$ cat src/rtl/keccak_state_unloader_pkg.sv
// Shared definitions for the Keccak state unloader: FSM encodings and default widths.
package keccak_state_unloader_pkg;

  typedef enum logic [1:0] {
    UNL_IDLE = 2'd0,
    UNL_SEND = 2'd1,
    UNL_DONE = 2'd2
  } unl_state_t;

  localparam int KECCAK_STATE_W      = 1600;
  localparam int KECCAK_LANE_W       = 64;
  localparam int SHA3_256_RATE_WORDS = 17;

endpackage

$ cat src/rtl/nbit_dff.sv
// Enabled register with asynchronous active-low reset; holds the unloader's state snapshot.
module nbit_dff #(
  parameter int DATA_WIDTH = 1
) (
  input  logic                  clk,
  input  logic                  resetn,
  input  logic                  en,
  input  logic [DATA_WIDTH-1:0] d,
  output logic [DATA_WIDTH-1:0] q
);

  always_ff @(posedge clk or negedge resetn) begin
    if (!resetn)  q <= '0;
    else if (en)  q <= d;
  end

endmodule

$ cat src/rtl/keccak_state_unloader.sv
// Snapshots a wide Keccak state on start and streams it out as OUT_WIDTH-bit words.
// Define KECCAK_UNLOAD_BSWAP_EN to emit each word byte-reversed (byte 0 in the MSB).
module keccak_state_unloader
  import keccak_state_unloader_pkg::*;
#(
  parameter int STATE_WIDTH = KECCAK_STATE_W,
  parameter int OUT_WIDTH   = KECCAK_LANE_W,
  parameter int NUM_WORDS   = SHA3_256_RATE_WORDS
) (
  input  logic                   clk,
  input  logic                   resetn,
  input  logic                   start,
  input  logic [STATE_WIDTH-1:0] state_in,
  output logic                   busy,
  output logic                   out_valid,
  input  logic                   out_ready,
  output logic [OUT_WIDTH-1:0]   out_data,
  output logic                   out_last,
  output logic                   done
);

  localparam int IDXW = (NUM_WORDS > 1) ? $clog2(NUM_WORDS) : 1;
  localparam logic [IDXW-1:0] LAST = IDXW'(NUM_WORDS - 1);

  unl_state_t             st;
  logic [IDXW-1:0]        idx;
  logic [IDXW-1:0]        nxt;
  logic [STATE_WIDTH-1:0] shadow;
  logic [OUT_WIDTH-1:0]   nxt_word;
  logic                   capture;

  assign capture  = (st == UNL_IDLE) && start;
  assign nxt      = idx + IDXW'(1);
  // Only read while idx < LAST, so the select never runs past the snapshot.
  assign nxt_word = shadow[32'(nxt)*OUT_WIDTH +: OUT_WIDTH];

  nbit_dff #(.DATA_WIDTH(STATE_WIDTH)) u_shadow (
    .clk    (clk),
    .resetn (resetn),
    .en     (capture),
    .d      (state_in),
    .q      (shadow)
  );

  function automatic logic [OUT_WIDTH-1:0] fmt(input logic [OUT_WIDTH-1:0] w);
    fmt = '0;
`ifdef KECCAK_UNLOAD_BSWAP_EN
    for (int b = 0; b < OUT_WIDTH/8; b++)
      fmt[OUT_WIDTH-8-8*b +: 8] = w[8*b +: 8];
`else
    fmt = w;
`endif
  endfunction

  // Word 0 is taken straight from state_in on the capture edge so it is
  // presented in the very next cycle; later words come from the snapshot.
  always_ff @(posedge clk or negedge resetn) begin
    if (!resetn) begin
      st        <= UNL_IDLE;
      idx       <= '0;
      busy      <= 1'b0;
      out_valid <= 1'b0;
      out_data  <= '0;
      out_last  <= 1'b0;
      done      <= 1'b0;
    end else begin
      case (st)
        UNL_IDLE: begin
          done <= 1'b0;
          if (start) begin
            st        <= UNL_SEND;
            idx       <= '0;
            busy      <= 1'b1;
            out_valid <= 1'b1;
            out_data  <= fmt(state_in[OUT_WIDTH-1:0]);
            out_last  <= (NUM_WORDS == 1);
          end
        end
        UNL_SEND: begin
          if (out_ready) begin
            if (idx == LAST) begin
              st        <= UNL_DONE;
              out_valid <= 1'b0;
              out_last  <= 1'b0;
              done      <= 1'b1;
            end else begin
              idx      <= nxt;
              out_data <= fmt(nxt_word);
              out_last <= (nxt == LAST);
            end
          end
        end
        UNL_DONE: begin
          st   <= UNL_IDLE;
          done <= 1'b0;
          busy <= 1'b0;
        end
        default: st <= UNL_IDLE;
      endcase
    end
  end

endmodule
$ cat config.mk
export PLATFORM = sky130hd
export DESIGN_NAME = keccak_state_unloader
export DESIGN_NICKNAME = d
export VERILOG_FILES = /design/src/rtl/keccak_state_unloader_pkg.sv /design/src/rtl/nbit_dff.sv /design/src/rtl/keccak_state_unloader.sv
export SDC_FILE = /design/constraint.sdc
export NUM_CORES = 2
export LEC_CHECK = 0
export CAP_MARGIN = 20
export CORE_AREA = 2 2 649 651
export DETAILED_ROUTE_END_ITERATION = 6
export DIE_AREA = 0 0 651 653
export PLACE_DENSITY = 0.41
export SYNTH_ARGS = -nofsm -noshare
export SYNTH_HDL_FRONTEND = slang
export SYNTH_SLANG_ARGS = --single-unit
$ cat constraint.sdc
create_clock -name clk -period 8.16 [get_ports clk]
set_input_delay 0.816 -clock clk [delete_from_list [all_inputs] [get_ports clk]]
set_output_delay 0.816 -clock clk [all_outputs]
set_load 0.02 [all_outputs]
==> metrics.md <==
| Metric | Value |
|---|---|
| Status | complete, but fails checks |
| Failing checks | design-rule violations |
| # port buffers | between 1,500 and 2,000 |
| Initial antenna violation count | 344 |
| Critical-path maximum fanout | 32 |
| Clock network power share | about 22% |
| Sequential Power Share | 35.1% |
| TNS Setup | 0 ps |
| GRT Overall Usage | between 10% and 20% |
| Core area | 418,000 um2 |
| Clock period minus worst slack | approximately 4900 ps |
| Static Leak | about 40 nW |
| Crit path from | idx[0] |
| Pin count of the biggest net entering global routing | between 150 and 200 |
| CTS resizes | 0 |
| CTS tree | yes |
| Max Clock Freq | roughly 200 MHz |
| I/O pin cnt | 1,672 |
| Design area | between 100,000 and 150,000 um2 |
| Drc violations | 7 |
| Cell count after synthesis | 4,764 |
| FF+latch area | between 40,000 and 50,000 um2 |
| Worst-path clk slew | around 60 ps |
| HP Class | input port to asynchronous set/reset pin |
| Number of library cell types mapped by synthesis | 44 |
| Crit start category | register |
| Post-route insts no fill | between 10,000 and 15,000 |
| Die W | approximately 650 um |
| DR iter-0 viols | 3,879 |
| Pwr dens | between 400 and 500 nW/um2 |
| Clock skew | 57.8 ps |
| Final worst-path cycle share | between 60% and 70% |
| Final ANT Viol Nets | 0 |
| Pint | 27.1 mW |
| CTS Buf Count | ~220 |
| Register bit total from synthesis | 1,675 |
| Max cap viols | 0 |
| Fin. max-slew vios | 0 |
| Commonest non-fill, non-tap cell in the layout | dfrtp_1 |
| Slew HR | 11.2% |
| Vert. Die Dim | approximately 650 um |
| TritonRoute pass-1 iters | 7 |
| Die area | approximately 430,000 um2 |
| Filler cells | ~43,000 |
| Reg2reg start | idx[0] |
| WP data required | roughly 8900 ps |
| Final worst slack | between 3000 and 4000 ps |
| Crit Path Category | register to register |
| CP endpoint kind | register |
| # Post-CTS Setup Buffers | 0 |
| Grt total ovfl | 0 |
| Min Hold Slack | about 370 ps |
| Starting density of the core | 17.8% |
| EDFF count, synth | 0 |
| CTS Hold Buffers Added | 1 |
| Sw frac | between 30% and 40% |
| Clock Tree Buf Depth | 4 |
| Syn Area/Cell | between 15 and 20 um2 |
| RSZ-0062 raised after global routing | false |
| Most used DFF post-synth | dfrtp_1 |
| Combinational power share | a little over two fifths |
| Multi-input gate area | slightly above 30,000 um2 |
| Dpl cells | about 12,000 |
| Root Driver | clkbuf_16 |
| Post-DP HPWL | ~300,000 um |
| Post-DR vias/cell | 4.23 |
| Total power | about 44 mW |
| Worst-Margin Slew | about 1300 ps |
| Final Wtd Congestion | between 0.8 and 0.9 |
| Drt wl/cell | around 32 um |
| Most frequent cells in the layout | 1,674 x dfrtp_1, 1,670 x clkdlybuf4s50_1, 1,597 x mux2_2, 369 x mux4_2, 340 x nand2_1 |
| Endpoints failing hold | 0 |
| Routed vias | roughly 52,000 |
| Placed Area | between 90,000 and 100,000 um2 |
| Area Growth Syn to Fin | 41.0% |
| Place WS | between 3000 and 4000 ps |
| Global-route wire length before repair | between 500,000 and 600,000 um |
| H-tree depth | 4 |
| Synthesized Nets | 6,371 |
| Switch Pwr | around 17 mW |
| Vias in the first global route | between 50,000 and 60,000 |
| Layout Nets | approximately 8,000 |
| Register area share after synthesis | a little under three fifths |
| Setup-failing EPs final | 0 |
| Ys async rst share | 100% |
| Sink Count | approximately 1,700 |
| Final core occ | between 20% and 30% |
| Layout cell share with drive strength beyond 1 | about 37% |
| Worst VDD drop | between 0.2 and 0.3 mV |
| Crit path arrival time | 5620 ps |
| Routed WL | slightly below 400,000 um |
| Std cell rows | around 240 |
| Clock insertion delay at the later pin of the skew report | about 930 ps |
| Netlist Area Pre-Place | around 75,000 um2 |
| Yosys warns | 0 |
## logic make-up after synthesis
kind of cell	after synthesis	synth area share [%]
buf+inv	363	2.42
xor+xnor	5	0.0689
fa+ha+maj	3	0.0504
flops	1675	56.2
simple gates	383	2.03
mux	2053	36.5
compound gates	282	2.72
## state kept, by name (all words and copies together) (netlist names)
register,flops
out_last,1
busy,1
done,1
out_data,64
u_shadow.q,1600
st,2
idx,5
out_valid,1
## metal layers
metal | GRT usage [%] | up-vias | routed length, um
li1 | - | 21300 | -
met4 | 6.77 | 138 | 15900
met3 | 5.40 | 765 | 30300
met5 | 0 | - | 894
met1 | 21.9 | 27400 | 158000
met2 | 28.4 | 2041 | 181000
## power by group through the flow
stage | logic (mW) | clock network [mW] | registers [mW]
3_5_place_dp | 19.1 | 0 | 15.6
3_3_place_gp | 18.9 | 0 | 15.4
2_1_floorplan | 11.2 | 0 | 14.2
5_1_grt | 20.0 | 10.4 | 15.9
6_report | 18.7 | 9.75 | 15.4
4_1_cts | 19.2 | 10.1 | 15.4
## path summary, 6_finish.rpt
| check | depth (start not counted) | to | slack, ps |
|---|---|---|---|
| worst max-delay path | 9 | out_data[48] | 3240 |
| worst min-delay path | 2 | u_shadow.q[1361] | 370 |
| worst max register to register | 9 | out_data[48] | 3240 |
| worst min register to register | 1 | u_shadow.q[1508] | 500 |
| max in group asynchronous | 4 | u_shadow.q[251] | 5560 |
| min in group clk | 2 | u_shadow.q[1043] | 490 |
## Yosys cell counts (all sizes together), types with 2 or more instances
master,instances,area [um2]
a32oi,7,61.3
o21ai,10,50.1
nand3,11,55.1
xor2,3,26.3
a32o,2,20.0
mux2,1597,18000
a222oi,60,601
dfrtp,1675,41900
xnor2,2,25.0
a22oi,4,30.0
and3,2,12.5
nor3,4,20.0
a311oi,3,26.3
a31oi,2,12.5
nand2,340,1280
ha,3,37.5
a21oi,125,626
clkbuf,64,240
nor2,12,45.0
nand4,3,18.8
mux4,369,8310
nand2b,4,25.0
o311ai,4,35.0
mux2i,87,871
o221ai,60,526
inv,8,30.0
buf,290,1530
## critical path, stage by stage, from the launching register on
cell and delay (ps):
dfrtp_4 740, inv_1 190, ha_4 860, buf_4 350, buf_4 480, mux4_2 390
nand2_1 90, nand2_1 160, a222oi_1 1100, o221ai_1 290
## area by class of cell
type	count	area share, %
well taps	5520	6.57
diodes	130	0.310
inverters	9	0.0322
flip-flops and latches	1675	39.9
repair buffers	1772	17.0
clock buffers	309	5.97
clock inverters	76	0.772
multi-input cells	2726	29.4
(Power assumes the default switching activity.)
